<file path="src/rtl/fetch_queue_pkg.sv">
// Shared widths and entry layout for the fetch queue.
// Used by fetch_queue and fq_ram.
package fetch_queue_pkg;

    localparam int INSN_LEN    = 32;
    localparam int ADDR_LEN    = 32;
    localparam int GSH_BHR_LEN = 10;

    typedef struct packed {
        logic [INSN_LEN-1:0]    inst;
        logic [ADDR_LEN-1:0]    pc;
        logic                   pred;
        logic [GSH_BHR_LEN-1:0] bhr;
    } fq_entry_t;

    function automatic fq_entry_t make_entry(
        input logic [INSN_LEN-1:0]    inst,
        input logic [ADDR_LEN-1:0]    pc,
        input logic                   pred,
        input logic [GSH_BHR_LEN-1:0] bhr
    );
        fq_entry_t e;
        e.inst = inst;
        e.pc   = pc;
        e.pred = pred;
        e.bhr  = bhr;
        return e;
    endfunction

endpackage

</file>
<file path="src/rtl/fq_ram.sv">
// Fetch queue storage: two write ports (tail, tail+1), two asynchronous read ports (head, head+1).
// Contents are never reset.
module fq_ram
    import fetch_queue_pkg::*;
#(
    parameter int DEPTH = 8,
    parameter int PTR_W = $clog2(DEPTH)
) (
    input  logic             clk,
    input  logic             we0,
    input  logic [PTR_W-1:0] waddr0,
    input  fq_entry_t        wdata0,
    input  logic             we1,
    input  logic [PTR_W-1:0] waddr1,
    input  fq_entry_t        wdata1,
    input  logic [PTR_W-1:0] raddr0,
    output fq_entry_t        rdata0,
    input  logic [PTR_W-1:0] raddr1,
    output fq_entry_t        rdata1
);

    fq_entry_t mem [DEPTH];

    // Write addresses are always tail and tail+1, so the two ports never collide.
    always_ff @(posedge clk) begin
        if (we0) mem[waddr0] <= wdata0;
        if (we1) mem[waddr1] <= wdata1;
    end

    assign rdata0 = mem[raddr0];
    assign rdata1 = mem[raddr1];

endmodule

</file>
<file path="src/rtl/fetch_queue.sv">
// Two-in / two-out instruction queue between fetch and decode, flushed on misprediction.
// Optional macro FETCH_QUEUE_BYPASS_EN: an empty queue forwards the incoming group combinationally.
module fetch_queue
    import fetch_queue_pkg::*;
#(
    parameter int DEPTH = 8,
    parameter int PTR_W = $clog2(DEPTH)
) (
    input  logic                   clk,
    input  logic                   reset,
    input  logic                   if_valid,
    input  logic [ADDR_LEN-1:0]    if_pc,
    input  logic [INSN_LEN-1:0]    if_inst1,
    input  logic [INSN_LEN-1:0]    if_inst2,
    input  logic                   if_invalid2,
    input  logic                   if_predict_cond,
    input  logic [GSH_BHR_LEN-1:0] if_bhr,
    output logic                   if_stall,
    input  logic                   id_stall,
    input  logic                   prmiss,
    output logic                   out_valid1,
    output logic                   out_valid2,
    output logic [INSN_LEN-1:0]    out_inst1,
    output logic [INSN_LEN-1:0]    out_inst2,
    output logic [ADDR_LEN-1:0]    out_pc1,
    output logic [ADDR_LEN-1:0]    out_pc2,
    output logic                   out_pred1,
    output logic                   out_pred2,
    output logic [GSH_BHR_LEN-1:0] out_bhr1,
    output logic [GSH_BHR_LEN-1:0] out_bhr2
);

    localparam logic [PTR_W:0] STALL_LVL = (PTR_W+1)'(DEPTH - 2);

    logic [PTR_W-1:0] head;
    logic [PTR_W-1:0] tail;
    logic [PTR_W:0]   count;

    logic       enq;
    logic       bypass;
    logic       wr;
    logic [1:0] enq_n;
    logic [1:0] deq_n;
    logic       ram_valid1;
    logic       ram_valid2;

    fq_entry_t in_e0;
    fq_entry_t in_e1;
    fq_entry_t rd_e0;
    fq_entry_t rd_e1;
    fq_entry_t sel_e0;
    fq_entry_t sel_e1;

    // Stall depends only on registered occupancy, never on this cycle's fetch inputs.
    assign if_stall = (count > STALL_LVL);
    assign enq      = if_valid & ~if_stall & ~prmiss;

`ifdef FETCH_QUEUE_BYPASS_EN
    assign bypass = (count == '0) & if_valid & ~prmiss & ~id_stall;
`else
    assign bypass = 1'b0;
`endif

    // A bypassed group is consumed straight from the inputs and never stored.
    assign wr    = enq & ~bypass;
    assign enq_n = wr ? (if_invalid2 ? 2'd1 : 2'd2) : 2'd0;

    // The predicted-taken flag belongs to the last instruction of the group only.
    assign in_e0 = make_entry(if_inst1, if_pc, if_invalid2 & if_predict_cond, if_bhr);
    assign in_e1 = make_entry(if_inst2, if_pc + ADDR_LEN'(4), if_predict_cond, if_bhr);

    fq_ram #(
        .DEPTH (DEPTH),
        .PTR_W (PTR_W)
    ) u_ram (
        .clk    (clk),
        .we0    (wr),
        .waddr0 (tail),
        .wdata0 (in_e0),
        .we1    (wr & ~if_invalid2),
        .waddr1 (tail + PTR_W'(1)),
        .wdata1 (in_e1),
        .raddr0 (head),
        .rdata0 (rd_e0),
        .raddr1 (head + PTR_W'(1)),
        .rdata1 (rd_e1)
    );

    assign ram_valid1 = (count >= (PTR_W+1)'(1));
    assign ram_valid2 = (count >= (PTR_W+1)'(2));
    assign deq_n      = id_stall ? 2'd0 : ({1'b0, ram_valid1} + {1'b0, ram_valid2});

    assign sel_e0     = bypass ? in_e0 : rd_e0;
    assign sel_e1     = bypass ? in_e1 : rd_e1;
    assign out_valid1 = bypass ? 1'b1         : ram_valid1;
    assign out_valid2 = bypass ? ~if_invalid2 : ram_valid2;

    assign out_inst1 = sel_e0.inst;
    assign out_pc1   = sel_e0.pc;
    assign out_pred1 = sel_e0.pred;
    assign out_bhr1  = sel_e0.bhr;
    assign out_inst2 = sel_e1.inst;
    assign out_pc2   = sel_e1.pc;
    assign out_pred2 = sel_e1.pred;
    assign out_bhr2  = sel_e1.bhr;

    // A flush discards everything, including this cycle's enqueue and dequeue.
    always_ff @(posedge clk) begin
        if (reset) begin
            head  <= '0;
            tail  <= '0;
            count <= '0;
        end else if (prmiss) begin
            head  <= '0;
            tail  <= '0;
            count <= '0;
        end else begin
            tail  <= tail + PTR_W'(enq_n);
            head  <= head + PTR_W'(deq_n);
            count <= count + (PTR_W+1)'(enq_n) - (PTR_W+1)'(deq_n);
        end
    end

endmodule
</file>
<file path="config.mk">
export PLATFORM = sky130hd
export DESIGN_NAME = fetch_queue
export DESIGN_NICKNAME = d
export VERILOG_FILES = /design/src/rtl/fetch_queue_pkg.sv /design/src/rtl/fq_ram.sv /design/src/rtl/fetch_queue.sv
export SDC_FILE = /design/constraint.sdc
export NUM_CORES = 1
export LEC_CHECK = 0
export ABC_CLOCK_PERIOD_IN_PS = 22100
export CAP_MARGIN = 20
export CORE_MARGIN = 4
export CORE_UTILIZATION = 62
export CTS_CLUSTER_DIAMETER = 200
export DETAILED_ROUTE_END_ITERATION = 8
export GPL_ROUTABILITY_DRIVEN = 0
export PLACE_DENSITY_LB_ADDON = 0.12
export SLEW_MARGIN = 20
export SYNTH_ARGS = -nofsm -noshare
export SYNTH_HDL_FRONTEND = slang
export SYNTH_HIERARCHICAL = 1
export SYNTH_SLANG_ARGS = --single-unit
</file>
<file path="constraint.sdc">
create_clock -name clk -period 22.1 [get_ports clk]
set_clock_uncertainty 0.1 [all_clocks]
set_input_delay 3.315 -clock clk [delete_from_list [all_inputs] [get_ports clk]]
set_output_delay 3.315 -clock clk [all_outputs]
set_load 0.02 [all_outputs]
</file>
==> flow_results.org <==
** Placed design
- Port buffering added 265 buffers.
- Timing analysis after detailed placement gives a worst setup slack of 13.60 ns.
- After detailed placement, the total cell area comes to 38,800 um2.
- Half-perimeter wire length after detailed placement :: 51,600 um

** Critical path
- The worst register-to-register path has a setup slack of 17.31 ns.
- The number of cells on the worst reg-to-reg path is 9.
- The most critical setup path has its startpoint at head[0].
- Worst path arrival time :: 5.58 ns
- Dominant cell type by count on the critical path :: sky130_fd_sc_hd__buf_4
- Traced cell by cell, the critical path runs through buf_4 -> buf_4 -> buf_4 -> mux4_2 -> mux2_2 -> clkdlybuf4s50_1.
- FF-to-FF Start :: count[3]
- Critical path peak fanout :: 45
- The critical path ends at out_bhr1[0].
- Element type at the critical path end :: output pin
- Slowest CP cell :: sky130_fd_sc_hd__buf_4
- Critical Path Max Stage Delay :: 0.90 ns
- The critical path in this run is classified as flop to output pin.
- Critical Path Source Type :: flop
- For the worst setup path, the data required time is 18.69 ns.
- Reg2Reg Capture Point :: u_ram/mem[4][33]
- Family with the most delay on the worst path :: buffers and inverters
- The critical path runs through a total of 6 cells.
- Worst path buffer plus inverter count :: 4

** Logic synthesis
- Syn nets :: 2,108
- Counting flops and latches in the post-synthesis netlist gives 610.
- Counting flops with an async set or reset pin after synthesis yields a share of 0.
- Largest cells by area after synthesis :: sky130_fd_sc_hd__edfxtp_1 (51%), sky130_fd_sc_hd__mux2_2 (23%), sky130_fd_sc_hd__mux4_2 (19%)
- Proportion of netlist area held by the largest area contributor :: 0.508
- The mapped netlist covers 35,500 um2.
- In this run the mean area of a mapped cell was 17.9 um2.
- Yosys mapped the design onto 38 distinct sky130hd cell types.
- Synthesis produced 1,978 cells.
- For this run, the leading register cell type out of synthesis is sky130_fd_sc_hd__edfxtp_1.
- EDFF count, synth :: 600
- Library cell with the largest summed area after synthesis :: sky130_fd_sc_hd__edfxtp_1
- For this run, the register share of the synthesized area comes to 0.514.
- Total of warnings raised by yosys :: 6

** Pwr
- Highest ir drop seen on vdd :: 0.0607 mV
- In this run the static leakage power is 0.0131 uW.
- Power density normalized to cell area :: 90.7 nW/um2

** Timing
- The worst pin sits at a relative slew slack of 0.250.
- Final-layout setup total negative slack :: 0 ns
- The final hold violation count came to 0.
- Final worst slack :: 13.11 ns
- Total of endpoints with negative setup slack in the final report :: 0
- Transition time at the pin with the least slew margin :: 1.12 ns
- The worst path needs 8.99 ns of the cycle, external delays included.
- Final hold analysis gives a worst-case slack of 0.558 ns.
- In the finished design, the share of the clock period the worst path needs comes to 0.407.
- The count of final max-slew check failures was 0.
- Static timing analysis puts the maximum clock frequency at 0.111 GHz.
- Setup repair after global routing left no endpoint under its margin.

** Clock tree
- Number of buffers on the longest clock path :: 3
- Clock-pin slew was measured on the worst setup and hold paths at 0.06 ns.
- Cts hold-fix bufs :: 0
- Setup Buffers After CTS :: 0
- Total number of H-tree levels :: 3
- For the worst-skew pair, the clock arrives at the later sink with an insertion delay of 0.60 ns.
- TritonCTS built the clock tree.
- CTS placed an instance of sky130_fd_sc_hd__clkbuf_16 at the clock tree root.
- In this run, post-CTS repair resized a total of 0 instances.
- In this run, CTS created clock tree buffers numbering 68.
- # clock sinks :: 610

** Detailed routing
- Router iterations before antenna repair :: 6
- Wire length per cell after detailed routing :: 30.5 um
- In this run the remaining antenna-violating nets after routing total 0.
- Vias per cell :: 6.81
- Number of vias after detailed routing :: 20,500
- In this run, the number of DRC markers left after iteration 0 of detailed routing was 1,589.
- After detailed routing, the number of remaining DRC violations is 0.
- After detailed routing, the total wire length is 91,600 um.

** Floorplanning
- I/O pin cnt :: 266
- Die span in y :: 247 um
- Measured along the x axis, the die boundary spans 247 um.
- The floorplan step defined a die boundary enclosing 61,100 um2.
- The initial utilization of the core area, before any placement, comes to 0.628.
- Core Rows :: 87
- Core area :: 56,500 um2

** GRT
- The initial antenna violation count came to 8.
- Pin count of the biggest net entering global routing :: 67
- The first global-routing pass estimated 137,000 um of wire.
- The number of global-route vias before repair is 22,100.
- Global route overflow :: 0
- Total global routing track utilization :: 0.302

** Finish
- The top cell types in the final layout, fill and taps aside, are sky130_fd_sc_hd__mux2_2 (712), sky130_fd_sc_hd__edfxtp_1 (600), sky130_fd_sc_hd__mux4_2 (300).
- After routing the design area is 40,900 um2.
- Of the cells placed in the final design, the portion with a size suffix greater than 1 is 0.533.
- Post-route core utilization :: 0.723
- The library cell used most frequently in the layout, excluding fill and tap cells, is sky130_fd_sc_hd__mux2_2.
- The layout has 3,496 filler cells.
- Net count of the finished layout :: 2,328
- Area added between synthesis and finish :: 15.2%

** Hold path
- The min-delay analysis places its worst path in the category flop to flop.

** Run
- Maximum Capacitance Violations :: 0

** Run status
- The flow ran to the end, and the final reports show no timing, DRC or antenna violations.
==> Yosys cell counts, types with 5 or more instances <==
master and number:
sky130_fd_sc_hd__mux2_2 712, sky130_fd_sc_hd__edfxtp_1 600, sky130_fd_sc_hd__mux4_2 300, sky130_fd_sc_hd__buf_2 69, sky130_fd_sc_hd__clkbuf_1 61, sky130_fd_sc_hd__mux2_4 39, sky130_fd_sc_hd__xnor2_1 25, sky130_fd_sc_hd__buf_1 16
sky130_fd_sc_hd__inv_1 16, sky130_fd_sc_hd__ha_1 13, sky130_fd_sc_hd__nand2_1 13, sky130_fd_sc_hd__nand3_1 13, sky130_fd_sc_hd__nor2_1 13, sky130_fd_sc_hd__dfxtp_1 10, sky130_fd_sc_hd__nand4_1 10, sky130_fd_sc_hd__xor2_1 9
sky130_fd_sc_hd__and2_1 7, sky130_fd_sc_hd__buf_6 6, sky130_fd_sc_hd__o21ai_0 6, sky130_fd_sc_hd__and3_1 5, sky130_fd_sc_hd__nand2b_1 5
==> state kept, by name, summed over array words and instances, names as in the netlist <==
| register | count |
|---|---|
| count | 4 |
| head | 3 |
| tail | 3 |
| u_ram/mem | 600 |
==> worst min-delay path by stage <==
stage	startpoint	to	slack (ns)	cells past startpoint
after global routing	count[0]	count[0]	0.62	2
after floorplan	head[2]	head[2]	0.41	2
final	tail[2]	tail[2]	0.56	2
after detailed placement	tail[2]	tail[2]	0.55	2
after CTS	tail[2]	tail[2]	0.56	2
after global placement	count[0]	count[0]	0.53	2
==> worst min-delay path, delay by kind of cell, from the launching register on <==
family | cells | cell delay, ns
xor+xnor | 1 | 0.16
simple gates | 1 | 0.05
flops | 1 | 0.40
==> final cells by class <==
cell class / instances / area, um2 / area share
Clock inverter: 16 / 76.3 / 0.00187
Timing Repair Buffer: 302 / 2950 / 0.0722
Multi-Input combinational cell: 1200 / 16600 / 0.407
Clock buffer: 100 / 1950 / 0.0477
Inverter: 16 / 67.6 / 0.00165
Antenna cell: 6 / 15.0 / 0.000367
Sequential cell: 610 / 18200 / 0.446
Tap cell: 756 / 946 / 0.0231
==> report_power, final <==
part / internal, uW / switching, uW / leakage, uW / total [uW]
sequential: 1310 / 34.9 / 0.00551 / 1350
combinational: 688 / 620 / 0.00662 / 1310
clock: 608 / 445 / 0.000982 / 1050
==> metrics by stage <==
stage | std cells | total power (uW)
after floorplan | 1978 | 2210
after global placement | 2883 | 2670
after detailed placement | 2884 | 2680
after CTS | 3000 | 3740
after global routing | 3002 | 3850
final | 3006 | 3710
==> logic make-up (layout without fill, tap and decap cells) <==
| family | count (synthesis) | count (layout) | share of synthesized area |
|---|---|---|---|
| flip-flops | 610 | 610 | 0.514 |
| AND/OR/NAND/NOR | 86 | 86 | 0.0147 |
| AO/OA/AOI/OAI | 12 | 12 | 0.00208 |
| XOR/XNOR | 34 | 34 | 0.00839 |
| buffers and inverters | 168 | 434 | 0.0215 |
| adder cells (fa/ha/maj) | 17 | 17 | 0.00684 |
| other | 0 | 6 | 0 |
| multiplexers | 1051 | 1051 | 0.433 |
==> routing by layer <==
layer,vias up,GRT usage,part of all wire
li1,8710,-,-
met1,10800,0.392,0.38
met2,803,0.529,0.52
met3,168,0.0473,0.067
met4,4,0.0972,0.029
met5,-,0,0.00023
(Power assumes the default switching activity.)
